$ cat config.mk
export PLATFORM = sky130hd
export DESIGN_NAME = labs_search_unit
export DESIGN_NICKNAME = d
export VERILOG_FILES = /design/src/rtl/labs_pkg.sv /design/src/rtl/labs_autocorr.sv /design/src/rtl/labs_search_unit.sv
export SDC_FILE = /design/constraint.sdc
export NUM_CORES = 1
export LEC_CHECK = 0
export BUFFER_PORTS_ARGS = -buffer_cell sky130_fd_sc_hd__clkbuf_2
export CAP_MARGIN = 40
export CORE_MARGIN = 5
export CORE_UTILIZATION = 55
export CTS_CLUSTER_SIZE = 25
export DETAILED_ROUTE_END_ITERATION = 8
export PLACE_DENSITY = 0.86
export REMOVE_ABC_BUFFERS = 1
export SLEW_MARGIN = 30
export SYNTH_ARGS = -nofsm -noshare
export SYNTH_HDL_FRONTEND = slang
export SYNTH_HIERARCHICAL = 1
export SYNTH_SLANG_ARGS = --single-unit
$ cat constraint.sdc
create_clock -name i_clk -period 7.05 [get_ports i_clk]
set_input_delay 0.3525 -clock i_clk [delete_from_list [all_inputs] [get_ports i_clk]]
set_output_delay 0.3525 -clock i_clk [all_outputs]
set_load 0.005 [all_outputs]
$ cat src/rtl/labs_pkg.sv
// -----------------------------------------------------------------------------
// labs_pkg
// Shared definitions for the LABS (low-autocorrelation binary sequence) search
// unit: FSM state encoding, the worst-case energy helper and the C_k width.
// -----------------------------------------------------------------------------
package labs_pkg;

    typedef enum logic [2:0] {
        StIdle,
        StLoad,
        StCorr,
        StCmp,
        StDone
    } labs_state_e;

    // Largest possible sidelobe energy for length n: sum of (n-k)^2, k=1..n-1.
    function automatic int unsigned labs_emax(input int unsigned n);
        return ((n - 1) * n * (2 * n - 1)) / 6;
    endfunction

    // Signed width that holds any C_k for length n (|C_k| <= n-1).
    function automatic int unsigned labs_ck_width(input int unsigned n);
        return $clog2(n) + 1;
    endfunction

endpackage

$ cat src/rtl/labs_autocorr.sv
// -----------------------------------------------------------------------------
// labs_autocorr
// Purely combinational aperiodic autocorrelation of one candidate at one lag.
// Bit value 0 maps to +1 and 1 maps to -1, so each agreeing pair contributes +1
// and each disagreeing pair -1: C_k = (N-k) - 2*popcount(disagreements).
//
// Ports:
//   cand  in  SEQ_WIDTH  candidate sequence, bit i = s_i
//   k     in  K_WIDTH    lag, 1..SEQ_WIDTH-1
//   ck    out CK_WIDTH   signed C_k
// -----------------------------------------------------------------------------
module labs_autocorr
    import labs_pkg::*;
#(
    parameter int unsigned SEQ_WIDTH = 8,
    parameter int unsigned K_WIDTH   = $clog2(SEQ_WIDTH),
    parameter int unsigned CK_WIDTH  = labs_ck_width(SEQ_WIDTH)
) (
    input  logic        [SEQ_WIDTH-1:0] cand,
    input  logic        [K_WIDTH-1:0]   k,
    output logic signed [CK_WIDTH-1:0]  ck
);

    logic [SEQ_WIDTH-1:0] diff;
    logic [CK_WIDTH-1:0]  pop;
    logic [CK_WIDTH-1:0]  n_minus_k;

    // Only the low N-k bits compare real pairs; the shifted-in zeros are masked.
    assign diff      = (cand ^ (cand >> k)) & ({SEQ_WIDTH{1'b1}} >> k);
    assign n_minus_k = CK_WIDTH'(SEQ_WIDTH) - CK_WIDTH'(k);

    always_comb begin
        pop = '0;
        for (int i = 0; i < int'(SEQ_WIDTH); i++) begin
            pop = pop + {{(CK_WIDTH - 1){1'b0}}, diff[i]};
        end
    end

    // Modular arithmetic in CK_WIDTH bits; the true result always fits.
    assign ck = $signed(n_minus_k - (pop << 1));

endmodule

$ cat src/rtl/labs_search_unit.sv
// -----------------------------------------------------------------------------
// labs_search_unit
// Exhaustive LABS search over this unit's share of the candidates
// UNIT_INDEX, UNIT_INDEX+N_UNITS, ... <= 2^(N-1)-1 (MSB fixed at 0 by
// complement symmetry). Each candidate takes N+1 enabled cycles: LOAD, N-1
// CORR lags, CMP. The running minimum is kept with a strict compare so the
// earliest minimum-energy candidate wins.
//
// Ports:
//   i_clk    in   1          clock
//   i_rst_n  in   1          asynchronous active-low reset
//   i_en     in   1          run enable; low freezes all state
//   o_seq    out  SEQ_WIDTH  best sequence so far (reset 0)
//   o_e      out  E_WIDTH    energy of o_seq, saturating (reset all-ones)
//   o_done   out  1          sticky search-complete flag (reset 0)
// -----------------------------------------------------------------------------
module labs_search_unit
    import labs_pkg::*;
#(
    parameter int unsigned SEQ_WIDTH  = 8,
    parameter int unsigned E_WIDTH    = 16,
    parameter int unsigned N_UNITS    = 4,
    parameter int unsigned UNIT_INDEX = 0
) (
    input  logic                 i_clk,
    input  logic                 i_rst_n,
    input  logic                 i_en,
    output logic [SEQ_WIDTH-1:0] o_seq,
    output logic [E_WIDTH-1:0]   o_e,
    output logic                 o_done
);

    localparam int unsigned CW = labs_ck_width(SEQ_WIDTH);
    localparam int unsigned KW = $clog2(SEQ_WIDTH);
    localparam int unsigned SQ = 2 * CW;
    localparam int unsigned SW = ((E_WIDTH > SQ) ? E_WIDTH : SQ) + 1;

    localparam logic [SEQ_WIDTH:0] LAST_CAND = {2'b00, {(SEQ_WIDTH - 1){1'b1}}};
    localparam logic [SEQ_WIDTH:0] STRIDE    = (SEQ_WIDTH + 1)'(N_UNITS);

    // Undersized E_WIDTH is legal (energies saturate), so only report it.
    if (E_WIDTH < $clog2(labs_emax(SEQ_WIDTH) + 1)) begin : g_ewidth_note
        $info("labs_search_unit: E_WIDTH=%0d below %0d, large energies will saturate",
              E_WIDTH, $clog2(labs_emax(SEQ_WIDTH) + 1));
    end

    labs_state_e          state_q;
    logic [KW-1:0]        k_q;
    logic [E_WIDTH-1:0]   acc_q;
    logic [SEQ_WIDTH-1:0] cand_q;
    logic [SEQ_WIDTH-1:0] next_q;

    logic signed [CW-1:0] ck;
    logic [CW-1:0]        ck_u;
    logic [CW-1:0]        ck_mag;
    logic [SQ-1:0]        ck_sq;
    logic [SW-1:0]        acc_sum;
    logic [E_WIDTH-1:0]   acc_sat;
    logic [SEQ_WIDTH:0]   cand_sum;
    logic                 is_last;

    labs_autocorr #(
        .SEQ_WIDTH (SEQ_WIDTH),
        .K_WIDTH   (KW),
        .CK_WIDTH  (CW)
    ) u_autocorr (
        .cand (cand_q),
        .k    (k_q),
        .ck   (ck)
    );

    // |C_k|; the most negative code maps to its correct unsigned magnitude.
    assign ck_u    = ck;
    assign ck_mag  = ck_u[CW-1] ? (~ck_u + CW'(1)) : ck_u;
    assign ck_sq   = SQ'(ck_mag) * SQ'(ck_mag);
    assign acc_sum = SW'(acc_q) + SW'(ck_sq);
    assign acc_sat = (acc_sum[SW-1:E_WIDTH] != '0) ? {E_WIDTH{1'b1}} : acc_sum[E_WIDTH-1:0];

    // One extra bit so the stride past the last candidate cannot wrap.
    assign cand_sum = {1'b0, cand_q} + STRIDE;
    assign is_last  = (cand_sum > LAST_CAND);

    always_ff @(posedge i_clk or negedge i_rst_n) begin
        if (!i_rst_n) begin
            state_q <= StIdle;
            k_q     <= '0;
            acc_q   <= '0;
            cand_q  <= '0;
            next_q  <= SEQ_WIDTH'(UNIT_INDEX);
            o_seq   <= '0;
            o_e     <= '1;
            o_done  <= 1'b0;
        end else if (i_en) begin
            case (state_q)
                StIdle: begin
                    state_q <= StLoad;
                end
                StLoad: begin
                    cand_q  <= next_q;
                    acc_q   <= '0;
                    k_q     <= KW'(1);
                    state_q <= StCorr;
                end
                StCorr: begin
                    acc_q <= acc_sat;
                    k_q   <= k_q + KW'(1);
                    if (k_q == KW'(SEQ_WIDTH - 1)) begin
                        state_q <= StCmp;
                    end
                end
                StCmp: begin
                    if (acc_q < o_e) begin
                        o_seq <= cand_q;
                        o_e   <= acc_q;
                    end
                    if (is_last) begin
                        o_done  <= 1'b1;
                        state_q <= StDone;
                    end else begin
                        next_q  <= cand_sum[SEQ_WIDTH-1:0];
                        state_q <= StLoad;
                    end
                end
                StDone: begin
                    state_q <= StDone;
                end
                default: begin
                    state_q <= StIdle;
                end
            endcase
        end
    end

endmodule

## After elaboration in Yosys (flattened, before gate mapping)

Cells that the tools add are included.

- Memory bits (writable): 0
- Logic and storage cells: 51
- Flip-flop bits (word level): 63
- Bits in latches: 0
- ROM bits: 0
- Input port bits: 3
- Memories kept: 0

- Mux-type cells: 7
- Bitwise logic cells: 4
- Reductions and logical operators: 8
- Add/subtract/negate cells: 13
- Eq/ne operators: 6
- Shifts and indexed selects: 2
- Magnitude comparators: 2
- Divide/modulo/power cells: 0
- Multiply operators: 1

Operators by type and width:

| operator | number |
|---|---|
| 16-bit one-hot mux with 2 select lines | 1 |
| 3-bit by 1-bit adder with 3-bit output | 6 |
| 16-bit by 8-bit adder with 17-bit output | 1 |
| 16-bit < comparator | 1 |
| 16-bit 2-to-1 mux | 1 |
| 3-bit one-hot mux with 5 select lines | 1 |
| 8-bit by 3-bit adder with 9-bit output, second input constant | 1 |
| 9-bit by 7-bit greater-than comparator with 1-bit output, second input constant | 1 |
| 3-bit AND reduction | 3 |
| 8-bit bitwise AND | 1 |
| 4-bit by 4-bit multiplier with 8-bit output | 1 |
| 8-bit by 3-bit right shift with 8-bit output | 1 |
| 8-bit by 3-bit right shift with 8-bit output, first input constant | 1 |
| 8-bit XOR | 1 |
| 3-bit by 2-bit equality test with 1-bit output, second input constant | 2 |
| 3-bit equality test, second input constant | 2 |
| 3-bit 2-to-1 mux | 2 |
| 3-bit one-hot mux with 2 select lines | 1 |
| 2-bit AND reduction | 3 |
| 4-bit by 1-bit adder with 4-bit output, second input constant | 1 |
| 4-bit 2-to-1 mux | 1 |
| 4-bit NOT | 1 |
| 4-bit by 3-bit subtractor with 4-bit output, first input constant | 1 |
| 4-bit subtractor | 1 |
| 7 further kinds | 7 |

## Longest topological paths before layout

Gate-level depths: netlist (run 1).

- Depth in word-level cells: 18
- Mapped depth: 31

## By module

Netlist (run 1), hierarchy kept.

By module, submodules not included:

| module | area each (µm²) | times used | sequential area each (µm²) | cells an instance |
|---|---|---|---|---|
| labs_search_unit | 3713.6 | 1 | 1596.5 | 347 |
| labs_autocorr | 676.9 | 1 | 0.0 | 85 |

## Worst setup path after synthesis (run 1)

No wires, ideal clock.

- Kind: reg2reg
- From: register cand_q[5]
- To: register acc_q[14]
- Period minus slack after synthesis: 7.450 ns
- Library setup time: 0.120 ns
- Slack: -0.400 ns
- Buffers on the path: 1
- Cell stages (with the launch flop): 28
- Arrival: 7.330 ns
- Required time: 6.930 ns
- Cell sequence: dfrtp_1 clkbuf_1 mux4_1 mux2i_1 xor2_1 fa_1 fa_1 fa_1 inv_1 ha_1 fa_1 inv_1 ha_1 inv_1 fa_1 xor2_1 xnor2_1 nor4b_1 nand2_1 fa_1 inv_1 ha_1 o21a_1 a21oi_2 o31ai_4 nand2_1 or4b_1 o211a_1

- Longest elaborated chain between the ends: 18

Ends and longest elaborated chain:

| element | line | source |
|---|---|---|
| start, declared | labs_search_unit.sv:50 | `logic [SEQ_WIDTH-1:0] cand_q;` |
| start signal, assigned | labs_search_unit.sv:99 | `cand_q <= next_q;` |
| 8-bit by 3-bit right shift with 8-bit output | labs_autocorr.sv:29 | `assign diff = (cand ^ (cand >> k)) & ({SEQ_WIDTH{1'b1}} >> k);` |
| 8-bit XOR * | labs_autocorr.sv:29 |  |
| 8-bit bitwise AND * | labs_autocorr.sv:29 |  |
| 1-bit by 1-bit adder with 2-bit output | labs_autocorr.sv:35 | `pop = pop + {{(CK_WIDTH - 1){1'b0}}, diff[i]};` |
| 3-bit by 1-bit adder with 3-bit output (5 in series) | labs_autocorr.sv:35 |  |
| 3-bit by 1-bit adder with 3-bit output * | labs_autocorr.sv:35 |  |
| 4-bit subtractor * | labs_autocorr.sv:40 | `assign ck = $signed(n_minus_k - (pop << 1));` |
| via ck[3] | labs_search_unit.sv:53 | `logic signed [CW-1:0] ck;` |
| 4-bit NOT | labs_search_unit.sv:74 | `assign ck_mag = ck_u[CW-1] ? (~ck_u + CW'(1)) : ck_u;` |
| 4-bit by 1-bit adder with 4-bit output | labs_search_unit.sv:74 |  |
| 4-bit 2-to-1 mux * | labs_search_unit.sv:74 |  |
| 4-bit by 4-bit multiplier with 8-bit output * | labs_search_unit.sv:75 | `assign ck_sq = SQ'(ck_mag) * SQ'(ck_mag);` |
| 16-bit by 8-bit adder with 17-bit output * | labs_search_unit.sv:76 | `assign acc_sum = SW'(acc_q) + SW'(ck_sq);` |
| 16-bit 2-to-1 mux * | labs_search_unit.sv:77 | `assign acc_sat = (acc_sum[SW-1:E_WIDTH] != '0) ? {E_WIDTH{1'b1}} : acc_sum[E_WIDTH-1:0];` |
| 16-bit one-hot mux with 2 select lines * | labs_search_unit.sv:94 | `case (state_q)` |
| end signal, assigned | labs_search_unit.sv:105 | `acc_q <= acc_sat;` |
| end, declared | labs_search_unit.sv:49 | `logic [E_WIDTH-1:0] acc_q;` |

The timed path passes the listed nets; every way through them passes the cells marked *.
A chain may end at the register's enable or synchronous reset.

## Worst setup path after layout (run 1)

- From: register k_q[1]
- To: register acc_q[14]

- Longest elaborated chain between the ends: 18
- Elaborated cells between the ends (all ways): 20
- Classes of those cells: 11 x add/sub; 1 x mul; 2 x shift; 3 x mux; 3 x bitwise

Ends and longest elaborated chain:

| element | line | source |
|---|---|---|
| start, declared | labs_search_unit.sv:48 | `logic [KW-1:0] k_q;` |
| start signal, assigned | labs_search_unit.sv:106 | `k_q <= k_q + KW'(1);` |
| 8-bit by 3-bit right shift with 8-bit output | labs_autocorr.sv:29 |  |
| 8-bit XOR | labs_autocorr.sv:29 |  |
| 8-bit bitwise AND | labs_autocorr.sv:29 |  |
| 1-bit by 1-bit adder with 2-bit output | labs_autocorr.sv:35 |  |
| 3-bit by 1-bit adder with 3-bit output (6 in series) | labs_autocorr.sv:35 |  |
| 4-bit subtractor * | labs_autocorr.sv:40 |  |
| via ck[3] | labs_search_unit.sv:53 |  |
| 4-bit NOT | labs_search_unit.sv:74 |  |
| 4-bit by 1-bit adder with 4-bit output | labs_search_unit.sv:74 |  |
| 4-bit 2-to-1 mux * | labs_search_unit.sv:74 |  |
| 4-bit by 4-bit multiplier with 8-bit output * | labs_search_unit.sv:75 |  |
| 16-bit by 8-bit adder with 17-bit output * | labs_search_unit.sv:76 |  |
| 16-bit 2-to-1 mux * | labs_search_unit.sv:77 |  |
| 16-bit one-hot mux with 2 select lines * | labs_search_unit.sv:94 |  |

Marked as above.

==> results of run 1 <==
worst reg2reg max path, delay by kind of cell, from the launching register on:
kind,cells,cell delay [ns]
compound gates,7,0.95
fa+ha+maj,9,3.61
flops,1,0.46
simple gates,5,1.44
xor+xnor,2,0.43
buf+inv,5,0.42
routing by layer:
metal  vias up  wire, µm  track usage, %
met5         -         0               0
met1      1785      4440            26.3
li1       1625         -               -
met4         0       631            12.9
met2       176      5880            41.6
met3        66       643            5.68
cell usage in the layout, fill, tap and decap left out, drive strengths merged, types with 5 or more instances in the layout:
| cell type | Yosys | final |
|---|---|---|
| dfstp | 16 | 16 |
| nand3 | 11 | 11 |
| mux2 | 28 | 28 |
| dfrtp | 47 | 47 |
| nand2 | 41 | 41 |
| xnor2 | 14 | 14 |
| mux2i | 15 | 15 |
| buf | 12 | 44 |
| inv | 43 | 45 |
| a21o | 5 | 5 |
| ha | 38 | 38 |
| nor2b | 8 | 8 |
| a21oi | 27 | 27 |
| a31oi | 12 | 12 |
| o21ai | 13 | 13 |
| nand2b | 5 | 5 |
| nor2 | 19 | 19 |
| xor2 | 11 | 11 |
| clkbuf | 10 | 36 |
| fa | 7 | 7 |
cell families after synthesis:
kind of cell	Yosys count	synth area share [%]
XOR/XNOR	25	4.99
adder cells (fa/ha/maj)	45	14.0
AO/OA/AOI/OAI	84	12.9
AND/OR/NAND/NOR	103	11.4
multiplexers	45	13.3
buffers and inverters	65	6.87
other	2	0.171
flip-flops	63	36.4
sequential cells by signal (all words and copies together), names as in the netlist:
register,flops
o_done,1
o_seq,8
k_q,3
state_q,3
next_q,8
cand_q,8
o_e,16
acc_q,16
path summary, 6_finish.rpt:
path / start / to / slack, ns / cells after the start
max in group asynchronous: i_rst_n / o_e[15]$_DFFE_PN1P_ / 6.44 / 3
min in group i_clk: i_en / state_q[1]$_DFFE_PN0P_ / 0.29 / 2
worst max register to register: k_q[1]$_DFFE_PN0P_ / acc_q[14]$_DFFE_PN0P_ / -0.39 / 28
worst max-delay path: k_q[1]$_DFFE_PN0P_ / acc_q[14]$_DFFE_PN0P_ / -0.39 / 28
worst min register to register: o_done$_DFFE_PN0P_ / o_done$_DFFE_PN0P_ / 0.48 / 1
worst min-delay path: i_rst_n / acc_q[11]$_DFFE_PN0P_ / 0.01 / 2
what timing repair did:
item                       4_1_cts  5_1_grt
resized for setup               27       15
setup endpoints to repair       16       16
hold buffers                     0        0
setup buffers                    5        2
pin swaps                       15       11
metrics by stage:
stage	hold WS, ns	utilization [%]
after floorplan	0.0569	-
after global placement	0.443	61.7
after detailed placement	0.459	61.7
after CTS	0.191	66.3
after global routing	0.0589	67.6
final	0.0138	67.6
cell type report:
cell class | instances | area (µm²) | area share (%)
clock buffers | 9 | 124 | 2.36
clock inverters | 7 | 103 | 1.95
inverters | 43 | 161 | 3.07
multi-input cells | 304 | 2650 | 50.4
flip-flops and latches | 63 | 1600 | 30.4
well taps | 102 | 128 | 2.43
repair buffers | 71 | 493 | 9.38
synth_stat cells (2+ instances only):
master    number
a211oi_1       3
a21o_1         3
a21o_2         2
a21oi_1       26
a22o_1         4
a311o_1        2
a31oi_1       12
and2_1         4
and3_1         4
buf_1          2
buf_12         2
buf_2          5
buf_6          2
clkbuf_1      10
conb_1         2
dfrtp_1       47
dfstp_2       16
fa_1           7
ha_1          38
inv_1         43
mux2_2        10
mux2_4        18
mux2i_1       15
mux4_1         2
nand2_1       41
nand2b_1       4
nand3_1       11
nand4_1        3
nor2_1        18
nor2b_1        8
nor3_1         4
nor4bb_1       2
o211a_1        3
o21a_1         2
o21ai_0       13
o31ai_1        3
xnor2_1       14
xor2_1        11
==> summary.md, run 1 <==
| Metric | Value |
|---|---|
| Share of the synthesized area in the top cell type | 26.8% |
| Post-DR wirelength/cell | 19.4 µm |
| Routed Antenna Nets | 0 |
| Routed vias | 3,652 |
| Post-Place Worst Slack | -0.411 ns |
| Pre-antenna DRT Iters | 5 |
| Min Clock Period, post-route | 7.44 ns |
| EDFF count, synth | 0 |
| Yosys warns | 6 |
| Syn-to-layout area delta | 19.7% |
| Fmax | 134 MHz |
| Critical path launch point type | register |
| Row count | 32 |
| Die height | 99.3 µm |
| Most common cell on crit path | fa_1 |
| Mapped Avg Cell Area | 10.2 µm² |
| TritonCTS buffer count | 9 |
| Slowest stage delay, CP | 0.59 ns |
| Synth top area cells | dfrtp_1 27%, ha_1 11%, dfstp_2 9.6%, mux2_4 6.2%, inv_1 3.7% |
| Failing checks | negative setup slack |
| Critical path class | register to register |
| Final setup viols | 16 |
| DRC Markers | 0 |
| Root buf cell | clkbuf_8 |
| Max-slew headroom | 59.0% |
| Design area | 5250 µm² |
| Clock Latency Late Sink | 0.36 ns |
| CTS tree | done |
| Cell variety after synth | 54 |
| Worst EP required | 7.29 ns |
| Post-DP HPWL | 6910 µm |
| Die Wd | 99.3 µm |
| Clk pin slew, worst setup/hold paths | 0.08 ns |
| First-pass GRT wire length | 18,600 µm |
| Final critical-path share of the clock period | 105% |
| Largest net degree at the start of global routing | 64 |
| Register area share after synthesis | 36.4% |
| FILL cells | 536 |
| IO Pins | 28 |
| Setup Skew | 0.0108 ns |
| CP max FO | 10 |
| CTS H-tree depth | 3 |
| Worst Path Arrival | 7.68 ns |
| Ys async rst share | 100% |
| Die area | 9870 µm² |
| Diode count | 0 |
| Max stage delay cell, worst path | fa_1 |
| NumNets Final | 540 |
| Clock sinks | 63 |
| Type of element capturing the critical path | register |
| Primary FF master, synth | dfrtp_1 |
| Number of global-route vias before repair | 3,857 |
| CP delay by family, top | adder cells |
| Final worst slack | -0.386 ns |
| Max_cap viols | 0 |
| Setup TNS | -3.44 ns |
| Slew Limit Fails | 0 |
| Synth Register Bits | 63 |
| Synth area leader | dfrtp_1 |
| CP Buf/Inv Count | 5 |
| Outcome | complete, but fails checks |
| Initial antenna violation count | 0 |
| First DRT Iteration DRCs | 298 |
| Core area | 7770 µm² |
| Port Buf Inserts | 27 |
| Worst-margin pin slew | 0.615 ns |
| Layout cell share with drive strength beyond 1 | 34.4% |
| Global route overflow | 0 |
| Vias/cell | 6.10 |
| GR Util All Layers | 23.7% |
| Gpl congestion | 0.872 |
| Worst hold path type | input port to asynchronous set/reset pin |
| Clk buf depth | 2 |
| Count of final hold-check violations | 0 |
| Starting Density | 56.5% |
| Placed Cells incl. Taps | 574 |
| Non-filler cells, final | 599 |
| Mapped Cells | 432 |
| Post-DP Area | 4790 µm² |
| Final wirelength | 11,600 µm |
| Cell area after synthesis | 4390 µm² |
| RSZ-0062 raised after global routing | true |
Power of run 1 is not shown: default switching activity piles up to over one toggle a cycle in this logic, so the estimate is an artifact.
==> run 2: changes to the inputs <==
--- a/config.mk
+++ b/config.mk
@@ -9,9 +9,10 @@
 export CAP_MARGIN = 40
 export CORE_MARGIN = 5
 export CORE_UTILIZATION = 55
+export CTS_CLUSTER_DIAMETER = 200
 export CTS_CLUSTER_SIZE = 25
 export DETAILED_ROUTE_END_ITERATION = 8
-export PLACE_DENSITY = 0.86
+export PLACE_DENSITY_LB_ADDON = 0.3
 export REMOVE_ABC_BUFFERS = 1
 export SLEW_MARGIN = 30
 export SYNTH_ARGS = -nofsm -noshare
==> run 2 against run 1 <==
Effect of this change: the run still ends with negative setup slack left; non-clock buffer count up 3; via count shrank 7.7%; largest cell class unchanged; final area grew 1.3%; sequential cell count stayed put; register-to-register slack better by 0.23 ns; critical path type unchanged; die area unchanged; wire length shrank 16%; first-iteration DRC count decreased by 46%; sequential share of layout area down 0.39 points; hold slack better by 0.30 ns.
==> summary.md, run 2 (same netlist as run 1, synthesis figures left out) <==
| Metric | Value |
|---|---|
| Outcome | complete, but fails checks |
| Failing checks | negative setup slack |
| Slowest stage delay, CP | 0.56 ns (-0.03 ns) |
| Slew Limit Fails | 0 (unchanged) |
| Final critical-path share of the clock period | 102% (-3.3 points) |
| DRC Markers | 0 (unchanged) |
| Post-DR wirelength/cell | 16.1 µm (-17%) |
| TritonCTS buffer count | 9 (unchanged) |
| NumNets Final | 543 (+0.56%) |
| Largest net degree at the start of global routing | 64 (unchanged) |
| Port Buf Inserts | 27 (unchanged) |
| Pre-antenna DRT Iters | 4 (-1) |
| CP delay by family, top | adder cells |
| First DRT Iteration DRCs | 161 (-46%) |
| Setup Skew | 0.0121 ns (+0.00132 ns) |
| Worst Path Arrival | 7.44 ns (-0.24 ns) |
| Clock sinks | 63 (unchanged) |
| Die area | 9870 µm² (unchanged) |
| IO Pins | 28 (unchanged) |
| RSZ-0062 raised after global routing | true |
| Starting Density | 56.5% (unchanged) |
| Worst hold path type | input port to register |
| Final worst slack | -0.151 ns (+0.235 ns) |
| Critical path launch point type | register |
| Number of global-route vias before repair | 3,439 (-11%) |
| Min Clock Period, post-route | 7.20 ns (-0.235 ns) |
| Count of final hold-check violations | 0 (unchanged) |
| Clk pin slew, worst setup/hold paths | 0.08 ns (about the same) |
| Clk buf depth | 2 (unchanged) |
| Setup TNS | -0.330 ns (+3.11 ns) |
| Max stage delay cell, worst path | fa_1 |
| Routed Antenna Nets | 0 (unchanged) |
| Worst EP required | 7.29 ns (about the same) |
| Final wirelength | 9720 µm (-16%) |
| CTS H-tree depth | 3 (unchanged) |
| Die Wd | 99.3 µm (unchanged) |
| First-pass GRT wire length | 16,300 µm (-13%) |
| Most frequent cells in the layout | 46 x dfrtp_1, 44 x buf_4, 41 x nand2_1 |
| Final core occ | 68.5% (+0.89 points) |
| Worst Hold Depth | 2 |
| Syn-to-layout area delta | 21.2% |
| Post-DP Area | 4790 µm² (unchanged) |
| Design area | 5320 µm² (+1.3%) |
| CP max FO | 6 (-4) |
| Commonest non-fill, non-tap cell in the layout | dfrtp_1 |
| Max-slew headroom | 50.2% (-8.8 points) |
| Type of element capturing the critical path | register |
| Global route overflow | 0 (unchanged) |
| Root buf cell | clkbuf_8 |
| Routed vias | 3,372 (-7.7%) |
| Most common cell on crit path | fa_1 |
| GR Util All Layers | 20.3% (-3.4 points) |
| Max_cap viols | 0 (unchanged) |
| Top Registers | acc_q x16, o_e x16 |
| CTS tree | done |
| Core area | 7770 µm² (unchanged) |
| Row count | 32 (unchanged) |
| Critical Path Stages | 30 (+7.1%) |
| Clock Latency Late Sink | 0.35 ns (about the same) |
| Diode count | 0 (unchanged) |
| CP Buf/Inv Count | 6 (+1) |
| Fmax | 139 MHz (+3.3%) |
| Non-filler cells, final | 602 (+0.50%) |
| Placed Cells incl. Taps | 574 (unchanged) |
| Layout cell share with drive strength beyond 1 | 34.6% (+0.19 points) |
| Post-DP HPWL | 6690 µm (-3.1%) |
| Gpl congestion | 0.813 (-6.8%) |
| Register-to-Register Path Depth | 30 (+7.1%) |
| Critical path class | register to register |
| Worst-margin pin slew | 0.745 ns (+0.130 ns) |
| Die height | 99.3 µm (unchanged) |
| Initial antenna violation count | 0 (unchanged) |
| Vias/cell | 5.60 (-8.1%) |
| Final setup viols | 6 (-10) |
run 2: changes by cell type in the layout (fill, tap and decap cells not counted), sizes merged:
cell | previous run | this run
clkinvlp | 1 | 0
buf | 44 | 46
dlygate4sd3 | 0 | 1
inv | 45 | 43
clkinv | 2 | 1
clkbuf | 36 | 40
run 2: area by class of cell:
class	count	area (µm²)
Multi-Input combinational cell	304	2690
Fill cell	566	2440
Sequential cell	63	1600
Timing Repair Buffer	74	514
Clock buffer	13	169
Inverter	43	161
Tap cell	102	128
Clock inverter	3	65.1
run 2: timing repair:
item	CTS	global route
endpoints found under the hold margin	0	7
gates resized for setup	18	24
hold buffers	0	1
endpoints found under the setup margin	16	16
pin swaps	15	17
buffers inserted	4	6
run 2: per-layer routing:
| metal | GRT usage, % | share of wire, % |
|---|---|---|
| met1 | 26.1 | 46 |
| met2 | 34.2 | 49 |
| met3 | 3.72 | 2.6 |
| met4 | 7.67 | 1.9 |
| met5 | 0 | 0 |
run 2: worst register-to-register path: cells and delay by family, from the launching register on:
family                   cells  cell delay, ns
buffers and inverters        6            0.51
XOR/XNOR                     3            0.52
multiplexers                 1            0.32
adder cells (fa/ha/maj)      9            3.57
flip-flops                   1            0.45
AND/OR/NAND/NOR              4            0.81
AO/OA/AOI/OAI                7            0.91
run 2: through the flow:
stage          worst slack [ns]  hold WS (ns)
2_1_floorplan            -0.661        0.0569
3_3_place_gp             -0.208         0.453
3_5_place_dp             -0.426         0.455
4_1_cts                 -0.0403         0.213
5_1_grt                  -0.425         0.307
6_report                 -0.151         0.309
run 2: worst paths after layout:
kind                                    startpoint                      to  slack [ns]
worst min register to register  o_done$_DFFE_PN0P_      o_done$_DFFE_PN0P_        0.47
max in group asynchronous                  i_rst_n      o_e[2]$_DFFE_PN1P_        5.99
worst min-delay path                          i_en  state_q[1]$_DFFE_PN0P_        0.31
min in group asynchronous                  i_rst_n    acc_q[8]$_DFFE_PN0P_        0.48
worst max-delay path            k_q[0]$_DFFE_PN0P_   acc_q[14]$_DFFE_PN0P_       -0.15
worst max register to register  k_q[0]$_DFFE_PN0P_   acc_q[14]$_DFFE_PN0P_       -0.15
Power of run 2 is left out for the same reason.
